===== config.mk =====
export PLATFORM = sky130hd
export DESIGN_NAME = gpia_port_in
export DESIGN_NICKNAME = d
export VERILOG_FILES = /design/src/rtl/gpia_pkg.sv /design/src/rtl/gpia_in_bit.sv /design/src/rtl/gpia_port_in.sv
export SDC_FILE = /design/constraint.sdc
export NUM_CORES = 1
export LEC_CHECK = 0
export CAP_MARGIN = 20
export CORE_MARGIN = 2
export CORE_UTILIZATION = 45
export CTS_CLUSTER_SIZE = 14
export DETAILED_ROUTE_END_ITERATION = 16
export PLACE_DENSITY = 0.75
export SYNTH_ARGS = -nofsm -noshare
export SYNTH_HDL_FRONTEND = slang
export SYNTH_SLANG_ARGS = --single-unit

===== constraint.sdc =====
create_clock -name clk_i -period 1.75 [get_ports clk_i]
set_clock_uncertainty 0.05 [all_clocks]
set_input_delay 0.175 -clock clk_i [delete_from_list [all_inputs] [get_ports clk_i]]
set_output_delay 0.175 -clock clk_i [all_outputs]
set_load 0.05 [all_outputs]

===== src/rtl/gpia_pkg.sv =====
// Shared definitions for the GPIA input port: register select encodings and sync depth limits.
package gpia_pkg;

   typedef enum logic [1:0] {
      GPIA_SEL_DATA    = 2'd0,
      GPIA_SEL_EVT     = 2'd1,
      GPIA_SEL_RISE_EN = 2'd2,
      GPIA_SEL_FALL_EN = 2'd3
   } gpia_sel_e;

   localparam int unsigned GPIA_SYNC_MIN = 2;

   // A synchroniser shallower than two flops gives no metastability protection.
   function automatic int unsigned gpia_sync_depth(input int unsigned req);
      return (req < GPIA_SYNC_MIN) ? GPIA_SYNC_MIN : req;
   endfunction

endpackage


===== src/rtl/gpia_in_bit.sv =====
// One GPIA input bit: synchroniser, optional debounce filter (GPIA_IN_DEBOUNCE_EN) and edge detect.
// rise_o/fall_o flag that the filtered value f_o changes at the coming clock edge.
module gpia_in_bit
   import gpia_pkg::*;
#(
   parameter int unsigned SYNC_STAGES = 2,
   parameter int unsigned DB_CYCLES   = 4
) (
   input  logic clk_i,
   input  logic reset_i,
   input  logic inp_i,
   output logic f_o,
   output logic rise_o,
   output logic fall_o
);

   localparam int unsigned Stages = gpia_sync_depth(SYNC_STAGES);

   logic [Stages-1:0] sync_q, sync_d;
   logic              s_q;
   logic              f_q, f_d;

   always_comb sync_d = {sync_q[Stages-2:0], inp_i};

   always_ff @(posedge clk_i or posedge reset_i) begin
      if (reset_i) begin
         sync_q <= '0;
      end else begin
         sync_q <= sync_d;
      end
   end

   assign s_q = sync_q[Stages-1];

`ifdef GPIA_IN_DEBOUNCE_EN
   localparam logic [7:0] DbLast = 8'(DB_CYCLES - 1);

   logic [7:0] cnt_q, cnt_d;

   // Any edge where s agrees with f restarts the stability count.
   always_comb begin
      f_d   = f_q;
      cnt_d = '0;
      if (s_q != f_q) begin
         if (cnt_q == DbLast) begin
            f_d = s_q;
         end else begin
            cnt_d = cnt_q + 8'd1;
         end
      end
   end

   always_ff @(posedge clk_i or posedge reset_i) begin
      if (reset_i) begin
         f_q   <= 1'b0;
         cnt_q <= '0;
      end else begin
         f_q   <= f_d;
         cnt_q <= cnt_d;
      end
   end
`else
   logic [7:0] unused_db;

   assign unused_db = 8'(DB_CYCLES);
   assign f_q       = s_q;
   assign f_d       = sync_q[Stages-2];
`endif

   assign f_o    = f_q;
   assign rise_o = f_d & ~f_q;
   assign fall_o = ~f_d & f_q;

endmodule


===== src/rtl/gpia_port_in.sv =====
// GPIA input port: per-bit sync/edge cells, DATA/EVT/RISE_EN/FALL_EN registers, bus and irq.
// Optional debounce filtering is enabled by defining GPIA_IN_DEBOUNCE_EN.
module gpia_port_in
   import gpia_pkg::*;
#(
   parameter int unsigned W           = 8,
   parameter int unsigned SYNC_STAGES = 2,
   parameter int unsigned DB_CYCLES   = 4
) (
   input  logic         clk_i,
   input  logic         reset_i,
   input  logic [W-1:0] inp_i,
   input  logic [W-1:0] out_i,
   input  logic [W-1:0] ddr_i,
   input  logic         stb_i,
   input  logic         we_i,
   input  logic [1:0]   sel_i,
   input  logic [W-1:0] dat_i,
   output logic [W-1:0] q_o,
   output logic         ack_o,
   output logic         irq_o
);

   logic [W-1:0] f, rise, fall;
   logic [W-1:0] data;
   logic [W-1:0] evt_q, evt_d;
   logic [W-1:0] rise_en_q, rise_en_d;
   logic [W-1:0] fall_en_q, fall_en_d;
   logic [W-1:0] q_q, q_d;
   logic         ack_q, ack_d;
   logic         irq_q, irq_d;
   logic [W-1:0] rd_val, evt_set, evt_clr;
   logic         wr;
   gpia_sel_e    sel;

   for (genvar i = 0; i < W; i++) begin : g_bit
      gpia_in_bit #(
         .SYNC_STAGES (SYNC_STAGES),
         .DB_CYCLES   (DB_CYCLES)
      ) u_bit (
         .clk_i   (clk_i),
         .reset_i (reset_i),
         .inp_i   (inp_i[i]),
         .f_o     (f[i]),
         .rise_o  (rise[i]),
         .fall_o  (fall[i])
      );
   end

   assign sel  = gpia_sel_e'(sel_i);
   assign wr   = stb_i & we_i;
   assign data = (ddr_i & out_i) | (~ddr_i & f);

   always_comb begin
      rd_val = '0;
      unique case (sel)
         GPIA_SEL_DATA:    rd_val = data;
         GPIA_SEL_EVT:     rd_val = evt_q;
         GPIA_SEL_RISE_EN: rd_val = rise_en_q;
         GPIA_SEL_FALL_EN: rd_val = fall_en_q;
         default:          rd_val = '0;
      endcase
   end

   // Set is OR-ed in after the clear so an edge coinciding with a W1C is never lost.
   always_comb begin
      evt_set   = ~ddr_i & ((rise & rise_en_q) | (fall & fall_en_q));
      evt_clr   = (wr && sel == GPIA_SEL_EVT) ? dat_i : '0;
      evt_d     = (evt_q & ~evt_clr) | evt_set;
      rise_en_d = (wr && sel == GPIA_SEL_RISE_EN) ? dat_i : rise_en_q;
      fall_en_d = (wr && sel == GPIA_SEL_FALL_EN) ? dat_i : fall_en_q;
      q_d       = (stb_i && !we_i) ? rd_val : '0;
      ack_d     = stb_i;
      irq_d     = |evt_q;
   end

   always_ff @(posedge clk_i or posedge reset_i) begin
      if (reset_i) begin
         evt_q     <= '0;
         rise_en_q <= '0;
         fall_en_q <= '0;
         q_q       <= '0;
         ack_q     <= 1'b0;
         irq_q     <= 1'b0;
      end else begin
         evt_q     <= evt_d;
         rise_en_q <= rise_en_d;
         fall_en_q <= fall_en_d;
         q_q       <= q_d;
         ack_q     <= ack_d;
         irq_q     <= irq_d;
      end
   end

   assign q_o   = q_q;
   assign ack_o = ack_q;
   assign irq_o = irq_q;

endmodule

==> flow_metrics.py, run 1 <==
metrics = {
    "setup_path": {
        "worstSetupStartpointType": "register",
        "critPathLaunch": "q_o[3]",
        "crit_type": "reg -> out",
        "path_cells": "clkdlybuf4s50_1",
        "max_stage_delay_ns": 0.80,
        "cp.arrival_ns": 1.46,
        "required_ns": 1.52,
        "crit_family": "buffers and inverters",
        "cp_max_fo": 1,
        "cp_num_buf_inv": 1,
        "critPathSlowestCell": "clkdlybuf4s50_1",
        "r2r-start": "g_bit[2].u_bit.sync_q[1]",
        "end_kind": "output port",
    },
    "die": {
        "die_w_um": 71.8,
        "die_y_um": 71.8,
        "start_util_pct": 47.2,
        "die_area_um2": 5150,
        "rows": 24,
        "ios": 48,
        "core_um2": 4380,
    },
    "route": {
        "first_pass_iters": 4,
        "drt-met1-wl_um": 2030,
        "wire_per_inst_um": 17.3,
        "ant_nets": 0,
        "routed_wl_um": 4460,
        "top_layer": "met4",
        "drc_errors": 0,
        "via_count": 1446,
        "wl_met2_um": 2150,
        "drt-initial-drc-count": 54,
        "avgViaCountPerCell": 5.60,
        "met3_length_um": 221,
    },
    "place": {
        "io_buffer_count": 47,
        "post_dp_cell_area_um2": 2620,
        "post-dp-hpwl_um": 3140,
        "gp_congestion": 0.799,
    },
    "timing": {
        "fin_tns_setup_ns": 0,
        "min_period_ns": 1.68,
        "hold_viol_final": 0,
        "maxSlewHeadroom_pct": 66.2,
        "timing.fmax_ghz": 0.595,
        "grt_setup_unrepaired": "false",
        "fin_crit_sh_pct": 96.0,
        "worstMarginPinSlew_ns": 0.506,
        "setup_violations": 0,
        "slew_viol_final": 0,
    },
    "logic_synthesis": {
        "ys_ff_latch": 50,
        "synth.net_count": 189,
        "syn_area_um2": 2070,
        "synth_ff_type": "dfrtp_1",
        "synthArstFlopShare_pct": 100,
        "synth_warnings": 0,
        "ys_seq_area_share_pct": 60.5,
        "ys_types": 18,
        "syn_inst": 151,
        "synth_edf_count": 0,
        "postSynthAreaPerCell_um2": 13.7,
    },
    "global_routing": {
        "overflow": 0,
        "grt_usage_pct": 19.1,
        "grt_pass1_vias": 1574,
        "antenna_found_initial": 0,
        "grt_pass1_wl_um": 7450,
        "grt_max_degree": 51,
    },
    "layout": {
        "finalInstanceArea_um2": 2730,
        "drive_gt1_share_pct": 18.4,
        "layout_common_cells": "50 x dfrtp_1, 47 x clkdlybuf4s50_1, 24 x mux2_2, 17 x nand2_1, 16 x mux2i_1",
        "final_common_cell": "dfrtp_1",
        "fin_nets": 243,
        "syn2layout_area_growth_pct": 32.2,
        "antennaDiodeCount": 0,
    },
    "cts": {
        "cts_resized": 0,
        "cts_tree": "yes",
        "clock_sinks": 50,
        "htreeDepth": 2,
        "clock_latency_ns": 0.31,
        "post_cts_buffers": 0,
        "holdBufCountCts": 0,
        "clockRootBuffer": "clkbuf_8",
        "clk_pin_slew_ns": 0.10,
        "cts_buffers": 5,
        "clk_path_buf_depth": 2,
    },
    "hold_path": {
        "min_path_type": "in -> async",
    },
    "run": {
        "drv_cap": 0,
    },
    "power_and_ir_drop": {
        "p_leak_nw": 1.16,
        "ir_drop_mv": 0.567,
        "p_per_area_nw_per_um2": 1020,
    },
    "run_status": {
        "status": "complete, no violations",
    },
}
[final timing paths]
| path | endpoint | slack (ns) | depth (start not counted) |
|---|---|---|---|
| min in group clk_i | g_bit[7].u_bit.sync_q[0] | 0.24 | 1 |
| max in group asynchronous | g_bit[2].u_bit.sync_q[1] | 1.24 | 3 |
| setup / recovery | q_o[3] | 0.07 | 1 |
| hold reg to reg | g_bit[7].u_bit.sync_q[1] | 0.37 | 0 |
| hold / removal | fall_en_q[7] | 0.16 | 3 |
| setup reg to reg | q_o[2] | 0.65 | 3 |
[logic make-up (layout without fill, tap and decap cells)]
group / count (synthesis) / count (layout) / share of synthesized area (%)
buffers and inverters: 5 / 60 / 1.27
AND/OR/NAND/NOR: 32 / 32 / 9.19
flip-flops: 50 / 50 / 60.5
AO/OA/AOI/OAI: 24 / 24 / 8.23
multiplexers: 40 / 40 / 20.8
[routing by layer]
| layer | track usage (%) | vias to the layer above |
|---|---|---|
| met5 | 0 | - |
| met4 | 9.43 | 0 |
| met3 | 5.34 | 6 |
| met2 | 29.3 | 42 |
| met1 | 25.1 | 734 |
| li1 | - | 664 |
[report_power, final]
part	switching [mW]	total, mW	leakage [nW]	internal (mW)
Clock	0.380	0.807	0.0514	0.427
Sequential	0.132	1.46	0.590	1.32
Combinational	0.222	0.512	0.516	0.290
Total	0.734	2.78	1.16	2.04
[registers in the layout (all words and copies together), names as in the netlist]
| signal | count |
|---|---|
| evt_q | 8 |
| irq_o | 1 |
| rise_en_q | 8 |
| fall_en_q | 8 |
| g_bit.u_bit.sync_q | 16 |
| q_o | 8 |
| ack_o | 1 |
[layout make-up]
type | count | area, um^2
inverters | 1 | 3.75
repair buffers | 51 | 513
clock buffers | 6 | 72.6
multi-input cells | 96 | 791
well taps | 52 | 65.1
clock inverters | 2 | 37.5
flip-flops and latches | 50 | 1250
fillers | 318 | 1650
[metrics by stage]
stage | util (%) | hold slack, ns | cells | setup WS [ns] | total power [mW]
floorplan | - | 0.156 | 151 | 0.324 | 1.77
detailed placement | 59.8 | 0.344 | 250 | 0.0137 | 1.99
finish | 62.4 | 0.162 | 258 | 0.0694 | 2.78
global route | 62.4 | 0.193 | 258 | 0.0147 | 2.91
global placement | 59.8 | 0.328 | 250 | 0.0538 | 1.96
CTS | 62.4 | 0.183 | 258 | 0.0518 | 2.80
[synth_stat cells, types with 2 or more instances]
cell type  instances  share of area (%)
mux2i_1           16                7.7
o22a_1             4                1.7
dfrtp_1           50                 60
nor4_1             2               0.60
mux2_2            24                 13
nand3b_1           9                3.3
o2bb2ai_1          4                1.7
o22ai_1            8                2.4
a21o_1             4                1.5
buf_2              3               0.73
nand2_1           17                3.1
a21oi_1            4               0.97
(Power assumes the default switching activity.)
==> run 2: changes to the inputs <==
Settings changed: CORE_UTILIZATION 45 to 44.
Clock period 1.75 ns to 1.5 ns, I/O delays scaled along.
==> flow_metrics.py, run 2 (synthesis gave the netlist of run 1 again) <==
metrics = {
    "route": {
        "via_count": 1420,
        "first_pass_iters": 4,
        "drt-initial-drc-count": 48,
        "ant_nets": 0,
        "avgViaCountPerCell": 5.44,
        "drc_errors": 0,
        "routed_wl_um": 4320,
        "wire_per_inst_um": 16.5,
    },
    "power_and_ir_drop": {
        "seq_power_share_pct": 56.2,
        "swShare_pct": 27.4,
        "p_clk_share_pct": 24.1,
        "p_per_area_nw_per_um2": 1110,
        "switchingPower_mw": 0.828,
        "comb_power_share_pct": 19.7,
        "p_int_mw": 2.19,
        "p_leak_nw": 1.19,
        "ir_drop_mv": 0.708,
    },
    "cts": {
        "htreeDepth": 2,
        "clk_path_buf_depth": 2,
        "cts_buffers": 5,
        "cts_tree": "yes",
        "post_cts_buffers": 0,
        "cts_resized": 0,
        "clk_pin_slew_ns": 0.08,
        "clock_latency_ns": 0.30,
        "holdBufCountCts": 0,
        "clock_sinks": 50,
        "clockRootBuffer": "clkbuf_8",
    },
    "global_routing": {
        "grt_usage_pct": 18.2,
        "grt_pass1_vias": 1491,
        "grt_max_degree": 51,
        "overflow": 0,
        "grt_pass1_wl_um": 7090,
        "antenna_found_initial": 0,
    },
    "setup_path": {
        "required_ns": 1.63,
        "cp_max_fo": 12,
        "crit_type": "in -> reg",
        "cp.arrival_ns": 1.48,
        "end_kind": "register",
        "worstSetupStartpointType": "primary input",
    },
    "layout": {
        "drive_gt1_share_pct": 24.9,
        "syn2layout_area_growth_pct": 31.5,
        "final_common_cell": "dfrtp_1",
        "layout_common_cells": "50 x dfrtp_1, 37 x clkdlybuf4s50_1, 24 x mux2_2, 17 x nand2_1",
        "top_register": "g_bit.u_bit.sync_q",
        "largest_register_ffs": 16,
        "multi_input_area_um2": 791,
        "regArea_um2": 1250,
        "fillCellCount": 358,
        "antennaDiodeCount": 0,
        "finalInstanceArea_um2": 2720,
        "fin_nets": 247,
    },
    "hold_path": {
        "min_path_type": "in -> async",
    },
    "timing": {
        "fin_crit_sh_pct": 90.4,
        "slew_viol_final": 0,
        "timing.fmax_ghz": 0.738,
        "grt_setup_unrepaired": "false",
        "min_period_ns": 1.36,
        "maxSlewHeadroom_pct": 76.5,
        "fin_tns_setup_ns": 0,
        "worstMarginPinSlew_ns": 0.351,
        "hold_viol_final": 0,
        "setup_violations": 0,
    },
    "place": {
        "post-dp-hpwl_um": 3180,
        "gp_congestion": 0.783,
        "io_buffer_count": 47,
        "post_dp_cell_area_um2": 2640,
    },
    "die": {
        "rows": 24,
        "die_area_um2": 5260,
        "die_w_um": 72.6,
        "start_util_pct": 46.5,
        "ios": 48,
        "core_um2": 4440,
        "die_y_um": 72.6,
    },
    "run_status": {
        "status": "complete, no violations",
    },
    "run": {
        "drv_cap": 0,
    },
}
-- run 2: cell type report --
type,count,area share [%]
Sequential cell,50,46.0
Multi-Input combinational cell,96,29.1
Timing Repair Buffer,55,19.5
Clock buffer,5,2.53
Tap cell,52,2.39
Clock inverter,2,0.368
Inverter,1,0.138
-- run 2: path summary, 6_finish.rpt --
check	depth (start not counted)	endpoint	startpoint	slack [ns]
setup reg to reg	3	q_o[3]	g_bit[3].u_bit.sync_q[1]	0.34
hold reg to reg	0	g_bit[7].u_bit.sync_q[1]	g_bit[7].u_bit.sync_q[0]	0.34
hold / removal	3	g_bit[1].u_bit.sync_q[0]	reset_i	0.16
max in group asynchronous	3	q_o[7]	reset_i	1.02
min in group clk_i	1	g_bit[4].u_bit.sync_q[0]	inp_i[4]	0.23
setup / recovery	4	q_o[3]	sel_i[1]	0.14
-- run 2: layer usage --
metal	vias to the layer above	track usage, %	wire length, um	part of all wire [%]
met5	-	0	0	0
met3	7	4.44	204	4.7
met4	0	6.79	73	1.7
met2	35	30.4	2230	52
met1	705	23.0	1810	42
li1	673	-	-	-
-- run 2: metrics by stage --
stage	power, mW	cells	hold WS (ns)	utilization (%)	setup WS, ns
6_report	3.02	261	0.156	61.2	0.144
3_3_place_gp	2.29	254	0.325	59.4	-0.0898
5_1_grt	3.18	261	0.206	61.2	0.0957
2_1_floorplan	2.06	151	0.131	-	0.0988
4_1_cts	3.05	261	0.164	61.2	0.140
3_5_place_dp	2.33	254	0.330	59.4	-0.194
-- run 2: power groups by stage --
stage	Combinational, mW	Sequential (mW)	Clock (mW)
after global placement	0.578	1.71	0
final	0.596	1.70	0.728
after detailed placement	0.602	1.73	0
after global routing	0.647	1.72	0.816
after floorplan	0.315	1.74	0
after CTS	0.603	1.70	0.750
-- run 2: worst max-delay path: stages --
cell             delay (ns)
clkdlybuf4s50_1        0.61
buf_4                  0.30
mux2i_1                0.30
o22ai_1                0.11
==> run 3: changes to the inputs <==
Settings changed: GPL_TIMING_DRIVEN from default to 0.
==> flow_metrics.py, run 3 (synthesis gave the netlist of run 1 again) <==
metrics = {
    "setup_path": {
        "cp_num_buf_inv": 1,
        "end_kind": "register",
        "ff2ff_path_depth": 3,
        "ff2ff_setup_slack_ns": 0.41,
        "critPathSlowestCell": "nand4b_2",
        "crit_type": "in -> reg",
        "r2r-start": "g_bit[3].u_bit.sync_q[1]",
        "path_cells": "clkdlybuf4s50_1 -> nand4b_2 -> mux2_2",
        "worstSetupStartpointType": "primary input",
        "max_stage_delay_ns": 0.49,
        "r2r_end": "q_o[3]",
        "crit_family": "simple AND/OR/NAND/NOR gates",
        "required_ns": 1.64,
        "cp.arrival_ns": 1.54,
        "cp_max_fo": 8,
    },
    "die": {
        "core_um2": 4440,
        "ios": 48,
        "rows": 24,
        "die_y_um": 72.6,
        "die_w_um": 72.6,
        "start_util_pct": 46.5,
        "die_area_um2": 5260,
    },
    "route": {
        "drc_errors": 0,
        "avgViaCountPerCell": 5.52,
        "wire_per_inst_um": 16.3,
        "wl_met2_um": 1960,
        "met3_length_um": 247,
        "first_pass_iters": 4,
        "ant_nets": 0,
        "via_count": 1425,
        "drt-initial-drc-count": 67,
        "top_layer": "met4",
        "routed_wl_um": 4200,
        "drt-met1-wl_um": 1870,
    },
    "layout": {
        "top_register": "g_bit.u_bit.sync_q",
        "drive_gt1_share_pct": 19.4,
        "layout_common_cells": "50 x dfrtp_1, 36 x clkdlybuf4s50_1, 24 x mux2_2, 17 x nand2_1, 16 x mux2i_1",
        "largest_register_ffs": 16,
        "antennaDiodeCount": 0,
        "finalNonFillerCells": 258,
        "final_common_cell": "dfrtp_1",
        "syn2layout_area_growth_pct": 31.0,
        "finalInstanceArea_um2": 2710,
        "fin_nets": 243,
    },
    "global_routing": {
        "grt_pass1_vias": 1476,
        "grt_usage_pct": 17.4,
        "grt_pass1_wl_um": 6900,
        "grt_max_degree": 40,
        "overflow": 0,
        "antenna_found_initial": 0,
    },
    "cts": {
        "cts_buffers": 5,
        "htreeDepth": 2,
        "clock_latency_ns": 0.30,
        "clk_path_buf_depth": 2,
        "cts_tree": "yes",
        "clock_sinks": 50,
        "clk_pin_slew_ns": 0.09,
        "clockRootBuffer": "clkbuf_8",
    },
    "timing": {
        "min_period_ns": 1.40,
        "maxSlewHeadroom_pct": 66.3,
        "fin_crit_sh_pct": 93.4,
        "holdWs_ns": 0.0416,
        "worstMarginPinSlew_ns": 0.508,
        "grt_setup_unrepaired": "false",
        "slew_viol_final": 0,
        "hold_viol_final": 0,
        "setup_violations": 0,
        "timing.fmax_ghz": 0.714,
    },
    "power_and_ir_drop": {
        "ir_drop_mv": 0.526,
        "p_leak_nw": 1.19,
        "p_per_area_nw_per_um2": 1180,
        "total_power_mw": 3.20,
    },
    "place": {
        "dp.cells": 250,
        "gp_congestion": 0.776,
        "io_buffer_count": 46,
        "post_dp_cell_area_um2": 2610,
        "post-dp-hpwl_um": 3000,
    },
    "run_status": {
        "status": "complete, no violations",
    },
    "run": {
        "drv_cap": 0,
    },
    "hold_path": {
        "min_path_type": "in -> async",
    },
}
==> run 3: changes by cell type in the layout (fill, tap and decap cells not counted) <==
cell / previous run / this run
dlygate4sd2_1: 0 / 10
buf_12: 2 / 1
bufinv_16: 0 / 1
clkdlybuf4s50_1: 37 / 36
buf_4: 16 / 1
buf_2: 0 / 3
==> run 3: metrics by stage <==
stage	util (%)	setup slack, ns	setup TNS [ns]
floorplan	-	0.0988	0
global placement	58.4	-0.743	-39.70
detailed placement	58.8	-0.203	-3.70
CTS	61.0	0.0949	0
global route	61.0	0.0723	0
finish	61.0	0.0991	0
==> run 3: final cells by class <==
type,count,area (um^2)
fill,357,1730
sequential,50,1250
multi-input combinational,96,791
timing repair buffer,47,468
clock buffer,5,68.8
tap,52,65.1
clock inverter,3,40.0
buffer,4,22.5
inverter,1,3.75
==> run 3: what timing repair did <==
| item | in CTS | in global routing |
|---|---|---|
| setup endpoints to repair | 10 | 0 |
| resized for setup | 10 | 0 |
| hold endpoints to repair | 0 | 0 |
| hold buffers | 0 | 0 |
| setup buffers | 0 | 0 |
==> run 3: worst max path at each step <==
stage	start	end	cells past startpoint
3_3_place_gp	reset_i	q_o[3]	2
5_1_grt	irq_o	irq_o	1
3_5_place_dp	stb_i	rise_en_q[0]	3
2_1_floorplan	reset_i	ack_o	1
6_report	sel_i[0]	rise_en_q[0]	3
4_1_cts	irq_o	irq_o	1
==> run 3: routing by layer <==
layer | vias up | GRT usage, %
met4 | 0 | 7.61
met2 | 49 | 27.9
met1 | 701 | 21.3
met5 | - | 0
met3 | 12 | 6.11
li1 | 663 | -
==> run 3: power breakdown <==
part | switching (mW) | internal, mW | total (mW)
Sequential | 0.145 | 1.54 | 1.69
Combinational | 0.261 | 0.321 | 0.582
Clock | 0.436 | 0.491 | 0.927
